## config.mk

```make
export PLATFORM = sky130hd
export DESIGN_NAME = timer_ctrl
export DESIGN_NICKNAME = d
export VERILOG_FILES = /design/src/rtl/timer_ctrl.sv
export SDC_FILE = /design/constraint.sdc
export NUM_CORES = 1
export LEC_CHECK = 0
export ABC_AREA = 0
export CAP_MARGIN = 30
export CORE_ASPECT_RATIO = 1.5
export CORE_MARGIN = 8
export CORE_UTILIZATION = 53
export DETAILED_ROUTE_END_ITERATION = 10
export PLACE_DENSITY_LB_ADDON = 0.1
export SYNTH_ARGS = -nofsm -noshare
export SYNTH_HDL_FRONTEND = slang
export SYNTH_SLANG_ARGS = --single-unit
```

## constraint.sdc

```tcl
create_clock -name clk -period 4.1 [get_ports clk]
set_clock_uncertainty 0.05 [all_clocks]
set_input_delay 0.41 -clock clk [delete_from_list [all_inputs] [get_ports clk]]
set_output_delay 0.41 -clock clk [all_outputs]
set_load 0.005 [all_outputs]
```

## src/rtl/timer_ctrl.sv

```systemverilog
// timer_ctrl: programmable timer controller that sequences one attached counter.
// The CPU programs CTRL/PRESCALE/LOAD over a 4-register bus. The FSM loads the
// counter, paces its increments through a prescaler and reloads or stops it on
// overflow, latching a maskable interrupt.
module timer_ctrl #(
  parameter int WIDTH = 16
) (
  input  logic             clk,
  input  logic             rst,
  input  logic [1:0]       bus_addr,
  input  logic             bus_wr,
  input  logic             bus_rd,
  input  logic [WIDTH-1:0] bus_wdata,
  output logic [WIDTH-1:0] bus_rdata,
  output logic             cnt_en,
  output logic             cnt_we,
  output logic [WIDTH-1:0] cnt_data,
  input  logic [WIDTH-1:0] cnt_value,
  input  logic             cnt_overflow,
  output logic             irq,
  output logic             busy
);

  typedef enum logic [1:0] {
    ST_IDLE = 2'd0,
    ST_LOAD = 2'd1,
    ST_RUN  = 2'd2
  } state_t;

  localparam logic [1:0] ADDR_CTRL     = 2'd0;
  localparam logic [1:0] ADDR_PRESCALE = 2'd1;
  localparam logic [1:0] ADDR_LOAD     = 2'd2;
  localparam logic [1:0] ADDR_STATUS   = 2'd3;

  // CTRL bit positions
  localparam int CTRL_ENABLE  = 0;
  localparam int CTRL_ONESHOT = 1;
  localparam int CTRL_IRQ_EN  = 2;

  state_t           state_q,     state_d;
  logic [2:0]       ctrl_q,      ctrl_d;
  logic [WIDTH-1:0] prescale_q,  prescale_d;
  logic [WIDTH-1:0] load_q,      load_d;
  logic             irq_pend_q,  irq_pend_d;
  logic [WIDTH-1:0] presc_cnt_q, presc_cnt_d;
  logic [WIDTH-1:0] rdata_q,     rdata_d;
  logic             cnt_en_s;
  logic             cnt_we_s;

  logic wr_ctrl_s;
  logic wr_presc_s;
  logic wr_load_s;
  logic wr_status_s;
  logic stop_wr_s;

  assign wr_ctrl_s   = bus_wr && (bus_addr == ADDR_CTRL);
  assign wr_presc_s  = bus_wr && (bus_addr == ADDR_PRESCALE);
  assign wr_load_s   = bus_wr && (bus_addr == ADDR_LOAD);
  assign wr_status_s = bus_wr && (bus_addr == ADDR_STATUS);
  // A CTRL write clearing enable stops the timer and freezes the counter at once.
  assign stop_wr_s   = wr_ctrl_s && !bus_wdata[CTRL_ENABLE];

  // Register-file updates, FSM next state and counter strobes.
  always_comb begin
    state_d     = state_q;
    ctrl_d      = ctrl_q;
    prescale_d  = prescale_q;
    load_d      = load_q;
    irq_pend_d  = irq_pend_q;
    presc_cnt_d = presc_cnt_q;
    cnt_en_s    = 1'b0;
    cnt_we_s    = 1'b0;

    if (wr_ctrl_s) begin
      ctrl_d = bus_wdata[2:0];
    end else begin
      ctrl_d = ctrl_q;
    end

    if (wr_presc_s) begin
      prescale_d = bus_wdata;
    end else begin
      prescale_d = prescale_q;
    end

    if (wr_load_s) begin
      load_d = bus_wdata;
    end else begin
      load_d = load_q;
    end

    // W1C first so a same-cycle overflow below wins.
    if (wr_status_s && bus_wdata[0]) begin
      irq_pend_d = 1'b0;
    end else begin
      irq_pend_d = irq_pend_q;
    end

    case (state_q)
      ST_IDLE: begin
        presc_cnt_d = '0;
        if (ctrl_q[CTRL_ENABLE] && !stop_wr_s) begin
          state_d = ST_LOAD;
        end else begin
          state_d = ST_IDLE;
        end
      end

      ST_LOAD: begin
        cnt_we_s    = 1'b1;
        presc_cnt_d = '0;
        if (stop_wr_s) begin
          state_d = ST_IDLE;
        end else begin
          state_d = ST_RUN;
        end
      end

      ST_RUN: begin
        if (cnt_overflow) begin
          irq_pend_d = 1'b1;
          if (ctrl_q[CTRL_ONESHOT]) begin
            ctrl_d[CTRL_ENABLE] = 1'b0;
            state_d             = ST_IDLE;
          end else begin
            state_d = ST_LOAD;
          end
        end else if (presc_cnt_q == prescale_q) begin
          cnt_en_s    = !stop_wr_s;
          presc_cnt_d = '0;
        end else begin
          presc_cnt_d = presc_cnt_q + WIDTH'(1);
        end

        // Stop request overrides any overflow-driven transition.
        if (stop_wr_s) begin
          state_d = ST_IDLE;
        end else begin
          state_d = state_d;
        end
      end

      default: begin
        state_d     = ST_IDLE;
        presc_cnt_d = '0;
      end
    endcase
  end

  // Read-data mux; captures pre-write register values on the read edge.
  always_comb begin
    rdata_d = rdata_q;
    if (bus_rd) begin
      case (bus_addr)
        ADDR_CTRL:     rdata_d = {{(WIDTH-3){1'b0}}, ctrl_q};
        ADDR_PRESCALE: rdata_d = prescale_q;
        ADDR_LOAD:     rdata_d = cnt_value;
        ADDR_STATUS:   rdata_d = {{(WIDTH-3){1'b0}}, state_q, irq_pend_q};
        default:       rdata_d = '0;
      endcase
    end else begin
      rdata_d = rdata_q;
    end
  end

  // State and register file, synchronous active-high reset.
  always_ff @(posedge clk) begin
    if (rst) begin
      state_q     <= ST_IDLE;
      ctrl_q      <= 3'd0;
      prescale_q  <= '0;
      load_q      <= '0;
      irq_pend_q  <= 1'b0;
      presc_cnt_q <= '0;
      rdata_q     <= '0;
    end else begin
      state_q     <= state_d;
      ctrl_q      <= ctrl_d;
      prescale_q  <= prescale_d;
      load_q      <= load_d;
      irq_pend_q  <= irq_pend_d;
      presc_cnt_q <= presc_cnt_d;
      rdata_q     <= rdata_d;
    end
  end

  assign bus_rdata = rdata_q;
  assign cnt_en    = cnt_en_s;
  assign cnt_we    = cnt_we_s;
  assign cnt_data  = load_q;
  assign irq       = irq_pend_q & ctrl_q[CTRL_IRQ_EN];
  assign busy      = (state_q != ST_IDLE);

endmodule
```

==> results of run 1 <==
==> how the worst max path moves through the flow <==
| stage | from | endpoint | slack [ps] | cells after the start |
|---|---|---|---|---|
| 2_1_floorplan | bus_addr[0] | cnt_en | 2280 | 4 |
| 3_3_place_gp | bus_addr[1] | cnt_en | 1340 | 5 |
| 3_5_place_dp | bus_addr[1] | cnt_en | 1290 | 5 |
| 4_1_cts | presc_cnt_q[3] | cnt_en | 1140 | 5 |
| 5_1_grt | presc_cnt_q[3] | cnt_en | 1080 | 5 |
| 6_report | presc_cnt_q[3] | cnt_en | 1180 | 5 |
==> per-layer routing <==
metal  track usage [%]  wire length [µm]  part of all wire [%]
met1              20.4              3070                    40
met2              32.6              4040                    52
met3              6.48               486                   6.2
met4              10.4               180                   2.3
met5                 0                 0                     0
==> cell usage after synthesis, types with 3 or more instances <==
| master | n | area (µm²) |
|---|---|---|
| inv_1 | 3 | 11.3 |
| a21oi_1 | 36 | 180 |
| nand4_1 | 9 | 56.3 |
| and2_1 | 3 | 18.8 |
| dfxtp_1 | 70 | 1400 |
| clkbuf_1 | 14 | 52.6 |
| xor2_1 | 11 | 96.3 |
| mux2i_1 | 5 | 50.1 |
| a22oi_1 | 14 | 105 |
| nand2_1 | 72 | 270 |
| nor2b_1 | 3 | 18.8 |
| mux4_2 | 3 | 67.6 |
| nand3_1 | 7 | 35.0 |
| a211oi_1 | 13 | 97.6 |
| nor3_1 | 4 | 20.0 |
| xnor2_1 | 17 | 149 |
| nor2_1 | 34 | 128 |
| buf_2 | 7 | 35.0 |
==> area by class of cell <==
type / instances / area (µm²)
Inverter: 3 / 11.3
Clock inverter: 6 / 62.6
Timing Repair Buffer: 76 / 771
Sequential cell: 70 / 1400
Clock buffer: 10 / 128
Fill cell: 447 / 1520
Tap cell: 70 / 87.6
Multi-Input combinational cell: 252 / 1470
==> registers in the layout, indices dropped and copies added (netlist names) <==
register,count
ctrl_q,3
bus_rdata,16
state_q,2
irq_pend_q,1
prescale_q,16
cnt_data,16
presc_cnt_q,16
==> report_power, final <==
part,switching (W),internal (W),total (W)
Clock,0.000262,0.000280,0.000542
Combinational,0.0000691,0.0000896,0.000159
Sequential,0.0000155,0.000701,0.000716
==> critical path, stage by stage, from the launching register on <==
cell and delay, ps:
dfxtp_1 510, xnor2_2 160, nand4_1 150, nor4_2 490, nor4bb_1 260, clkdlybuf4s50_1 550
==> kinds of logic (layout without fill, tap and decap cells) <==
group | Yosys count | after routing | share of synthesized area [%]
simple gates | 148 | 148 | 22.5
flops | 70 | 70 | 46.7
fa+ha+maj | 1 | 1 | 0.417
buf+inv | 27 | 95 | 4.30
compound gates | 66 | 66 | 13.4
xor+xnor | 29 | 29 | 8.72
mux | 8 | 8 | 3.92
==> per-stage QoR <==
stage               setup WS, ps  hold slack [ps]  std cells
floorplan                   2280              403        349
global placement            1340              391        470
detailed placement          1290              399        471
CTS                         1140              407        487
global route                1080              431        487
finish                      1180              409        487
==> metrics.csv, run 1 <==
stage;metric;value;unit
status;outcome;completed;
hold_path;Hold WC Path Type;reg2reg;
worst_setup_path;crit path DAT;2460;ps
synthesis;Post-Syn Area;3000;µm²
global_routing;grt ovf;0;
routing;routed vias;2600;
layout;share of cells above drive strength 1;6.71;%
power;maximum VDD drop;308;µV
timing;final hold violations;0;
worst_setup_path;reg2reg end;presc_cnt_q[6];
synthesis;register area share after synthesis;46.7;%
worst_setup_path;CP Data Required Time;3640;ps
floorplanning;DIE WIDTH;77.4;µm
global_routing;total track usage;19.1;%
floorplanning;I/O pins;75;
timing;Tmin final;2920;ps
hold_path;Hold Path Sink;cnt_data[15];
synthesis;Synth Register Bits;70;
global_routing;vias in the first global route;2706;
power;Pleak;1.32;nW
layout;commonest non-fill, non-tap cell in the layout;clkdlybuf4s50_1;
cts;clock transition at the registers of the reported paths;70;ps
routing;Total Wirelength;7780;µm
worst_setup_path;R2R Setup Slk;2180;ps
cts;TritonCTS Buffers;9;
synthesis;ys flop type;dfxtp_1;
placement;Post-DP Area;3740;µm²
worst_setup_path;Register-to-Register Path Depth;5;
floorplanning;Die Area;8370;µm²
cts;hold buffers post-CTS;0;
placement;PortBufs;74;
synthesis;Post-synth EDFFs;0;
cts;Post-CTS Setup Inserts;0;
layout;fin util;72.1;%
timing;Final setup viols;0;
worst_setup_path;crit path max fanout;6;
layout;fin area;3930;µm²
synthesis;post-synthesis cell count;349;
synthesis;Post-synth ARST share;0;%
job;Max-Cap Viols;0;
worst_setup_path;Setup CP Type;reg2out;
cts;CTS tree;done;
cts;Root Buffer;clkbuf_8;
global_routing;first-pass GRT wire length;12800;µm
routing;Initial DRC Count;164;
worst_setup_path;CP startpoint kind;flip-flop;
synthesis;Mapped Nets;389;
layout;Net count, final;452;
timing;RSZ-0062 raised after global routing;false;
floorplanning;starting density of the core;55.1;%
synthesis;count of cell types in the netlist;37;
routing;average wire per standard cell;16.0;µm
global_routing;pin count of the biggest net entering global routing;56;
global_routing;initial antenna violation count;0;
worst_setup_path;launching point of the worst reg2reg path;presc_cnt_q[3];
layout;commonest cells after routing, fill and taps aside;clkdlybuf4s50_1, nand2_1, dfxtp_1;
layout;ant diodes;0;
cts;worst skew pair latency;350;ps
hold_path;hold path depth;2;
power;Cell Pwr Density;360;nW/µm²
timing;Fmax;342;MHz
synthesis;syn_area_per_cell;8.60;µm²
timing;setup TNS;0;ps
timing;Rel. slew slack;53.5;%
floorplanning;Rows;33;
routing;post-route DRC violation count;0;
cts;# resized after CTS;0;
cts;CTS Buffer Depth;2;
timing;Max Transition Viols Final;0;
routing;vias per cell;5.34;
worst_setup_path;Critical Path End Type;primary output;
floorplanning;Die H;108;µm
floorplanning;core area;5450;µm²
placement;Placer Congestion;0.911;
cts;CTS sink cnt;70;
timing;actual slew at the worst max-slew pin;694;ps
timing;Final period util;71.3;%
hold_path;Min-Delay Startpoint;cnt_data[15];
layout;Synth-to-Final Area Change;31.0;%
synthesis;warnings from Yosys;0;
power;Power, Total;0.00142;W
routing;Antenna Nets Post-Route;0;
cts;H-tree depth;3;
routing;DR pass1 iterations;5;
placement;DP HPWL;5750;µm
No activity file was read; power rests on OpenSTA's default activity.
==> run 2, diff against run 1 <==
CORE_UTILIZATION = 49   (was 53)
clock period = 2.9 ns   (was 4.1 ns; I/O delays follow)
==> run 2 against run 1 <==
  * Worst setup slack lost 920 ps
  * Routed wire length down 0.80%
  * Cell area rose by 0.80%
  * First-iteration DRC count decreased by 21%
  * Critical endpoint unchanged
==> metrics.csv, run 2 (synthesis results as in run 1) <==
stage;metric;value;unit
timing;Fmax;379;MHz
worst_setup_path;CP startpoint kind;flip-flop;
layout;final std cells w/o fill;499;
routing;routed vias;2633;
cts;clock transition at the registers of the reported paths;70;ps
cts;hold buffers post-CTS;0;
timing;Rel. slew slack;61.7;%
floorplanning;core area;6040;µm²
worst_setup_path;Critical Path End Type;primary output;
global_routing;vias in the first global route;2631;
layout;fin util;65.6;%
timing;actual slew at the worst max-slew pin;574;ps
power;maximum VDD drop;396;µV
routing;post-route DRC violation count;0;
global_routing;total track usage;18.0;%
worst_setup_path;crit path DAT;2300;ps
routing;Antenna Nets Post-Route;0;
timing;Tmin final;2640;ps
timing;setup TNS;0;ps
floorplanning;Rows;35;
timing;Final period util;91.0;%
routing;average wire per standard cell;15.5;µm
timing;Max Transition Viols Final;0;
layout;share of cells above drive strength 1;8.00;%
cts;Root Buffer;clkbuf_8;
cts;H-tree depth;3;
routing;Total Wirelength;7720;µm
job;Max-Cap Viols;0;
layout;commonest cells after routing, fill and taps aside;clkdlybuf4s50_1, nand2_1, dfxtp_1;
layout;fin area;3960;µm²
cts;# resized after CTS;0;
layout;commonest non-fill, non-tap cell in the layout;clkdlybuf4s50_1;
power;Cell Pwr Density;482;nW/µm²
routing;Initial DRC Count;130;
cts;CTS sink cnt;70;
worst_setup_path;Setup CP Type;reg2out;
power;Pleak;1.35;nW
routing;vias per cell;5.28;
timing;final hold violations;0;
floorplanning;Die Area;8930;µm²
cts;worst skew pair latency;340;ps
hold_path;Hold WC Path Type;in2reg;
cts;CTS Buffer Depth;2;
layout;fill cell count;557;
global_routing;first-pass GRT wire length;12900;µm
floorplanning;I/O pins;75;
global_routing;pin count of the biggest net entering global routing;55;
timing;RSZ-0062 raised after global routing;false;
floorplanning;DIE WIDTH;79.9;µm
timing;Final setup viols;0;
placement;Post-DP Area;3780;µm²
floorplanning;Die H;112;µm
routing;DR pass1 iterations;4;
cts;TritonCTS Buffers;9;
layout;Synth-to-Final Area Change;32.1;%
cts;CTS tree;done;
placement;PortBufs;74;
placement;placed cells;482;
cts;Post-CTS Setup Inserts;0;
global_routing;initial antenna violation count;0;
floorplanning;starting density of the core;49.6;%
placement;Placer Congestion;0.848;
global_routing;grt ovf;0;
worst_setup_path;CP Data Required Time;2560;ps
status;outcome;completed;
placement;DP HPWL;5750;µm
worst_setup_path;crit path max fanout;6;
layout;ant diodes;0;
layout;Net count, final;460;
==> run 2: cell count changes in the layout (fill, tap and decap cells not counted) <==
cell and change:
clkbuf_1 +2, clkbuf_16 +1, bufinv_16 -1, clkinv_4 -1
buf_16 -1, buf_4 +8
==> run 2: final cells by class <==
class | instances | area (µm²) | area share [%]
Multi-Input combinational cell | 252 | 1470 | 37.1
Sequential cell | 70 | 1400 | 35.4
Timing Repair Buffer | 84 | 828 | 20.9
Clock buffer | 12 | 135 | 3.41
Tap cell | 74 | 92.6 | 2.34
Clock inverter | 4 | 23.8 | 0.600
Inverter | 3 | 11.3 | 0.284
==> run 2: metrics by stage <==
stage | hold WS (ps) | power [W] | setup slack (ps)
3_3_place_gp | 393 | 0.00127 | 517
4_1_cts | 234 | 0.00192 | 236
3_5_place_dp | 399 | 0.00127 | 487
6_report | 243 | 0.00191 | 260
5_1_grt | 276 | 0.00200 | 82.6
2_1_floorplan | 376 | 0.00114 | 1250
==> run 2: worst paths after layout <==
kind	end	depth (start not counted)	slack [ps]	from
setup / recovery	cnt_en	6	260	presc_cnt_q[3]
hold / removal	presc_cnt_q[1]	3	240	rst
setup reg to reg	presc_cnt_q[6]	6	1150	presc_cnt_q[3]
hold reg to reg	cnt_data[12]	2	410	cnt_data[12]
==> run 2: where the power goes <==
group          switching [W]  internal (W)  leakage [nW]  total, W
combinational       0.000101      0.000136         0.692  0.000236
clock               0.000351      0.000308        0.0841  0.000659
sequential         0.0000221      0.000991         0.569   0.00101
==> run 2: worst max-delay path: stages, from the launching register on <==
cell,delay [ps]
dfxtp_1,470
xnor2_2,150
nand4_1,130
nor4_2,290
buf_4,190
nor4bb_1,200
clkdlybuf4s50_1,550
==> run 2: routing by layer <==
metal | track usage (%) | wire length [µm]
met5 | 0 | 0
met4 | 8.54 | 159
met1 | 21.6 | 3320
met2 | 28.9 | 3850
met3 | 4.44 | 384
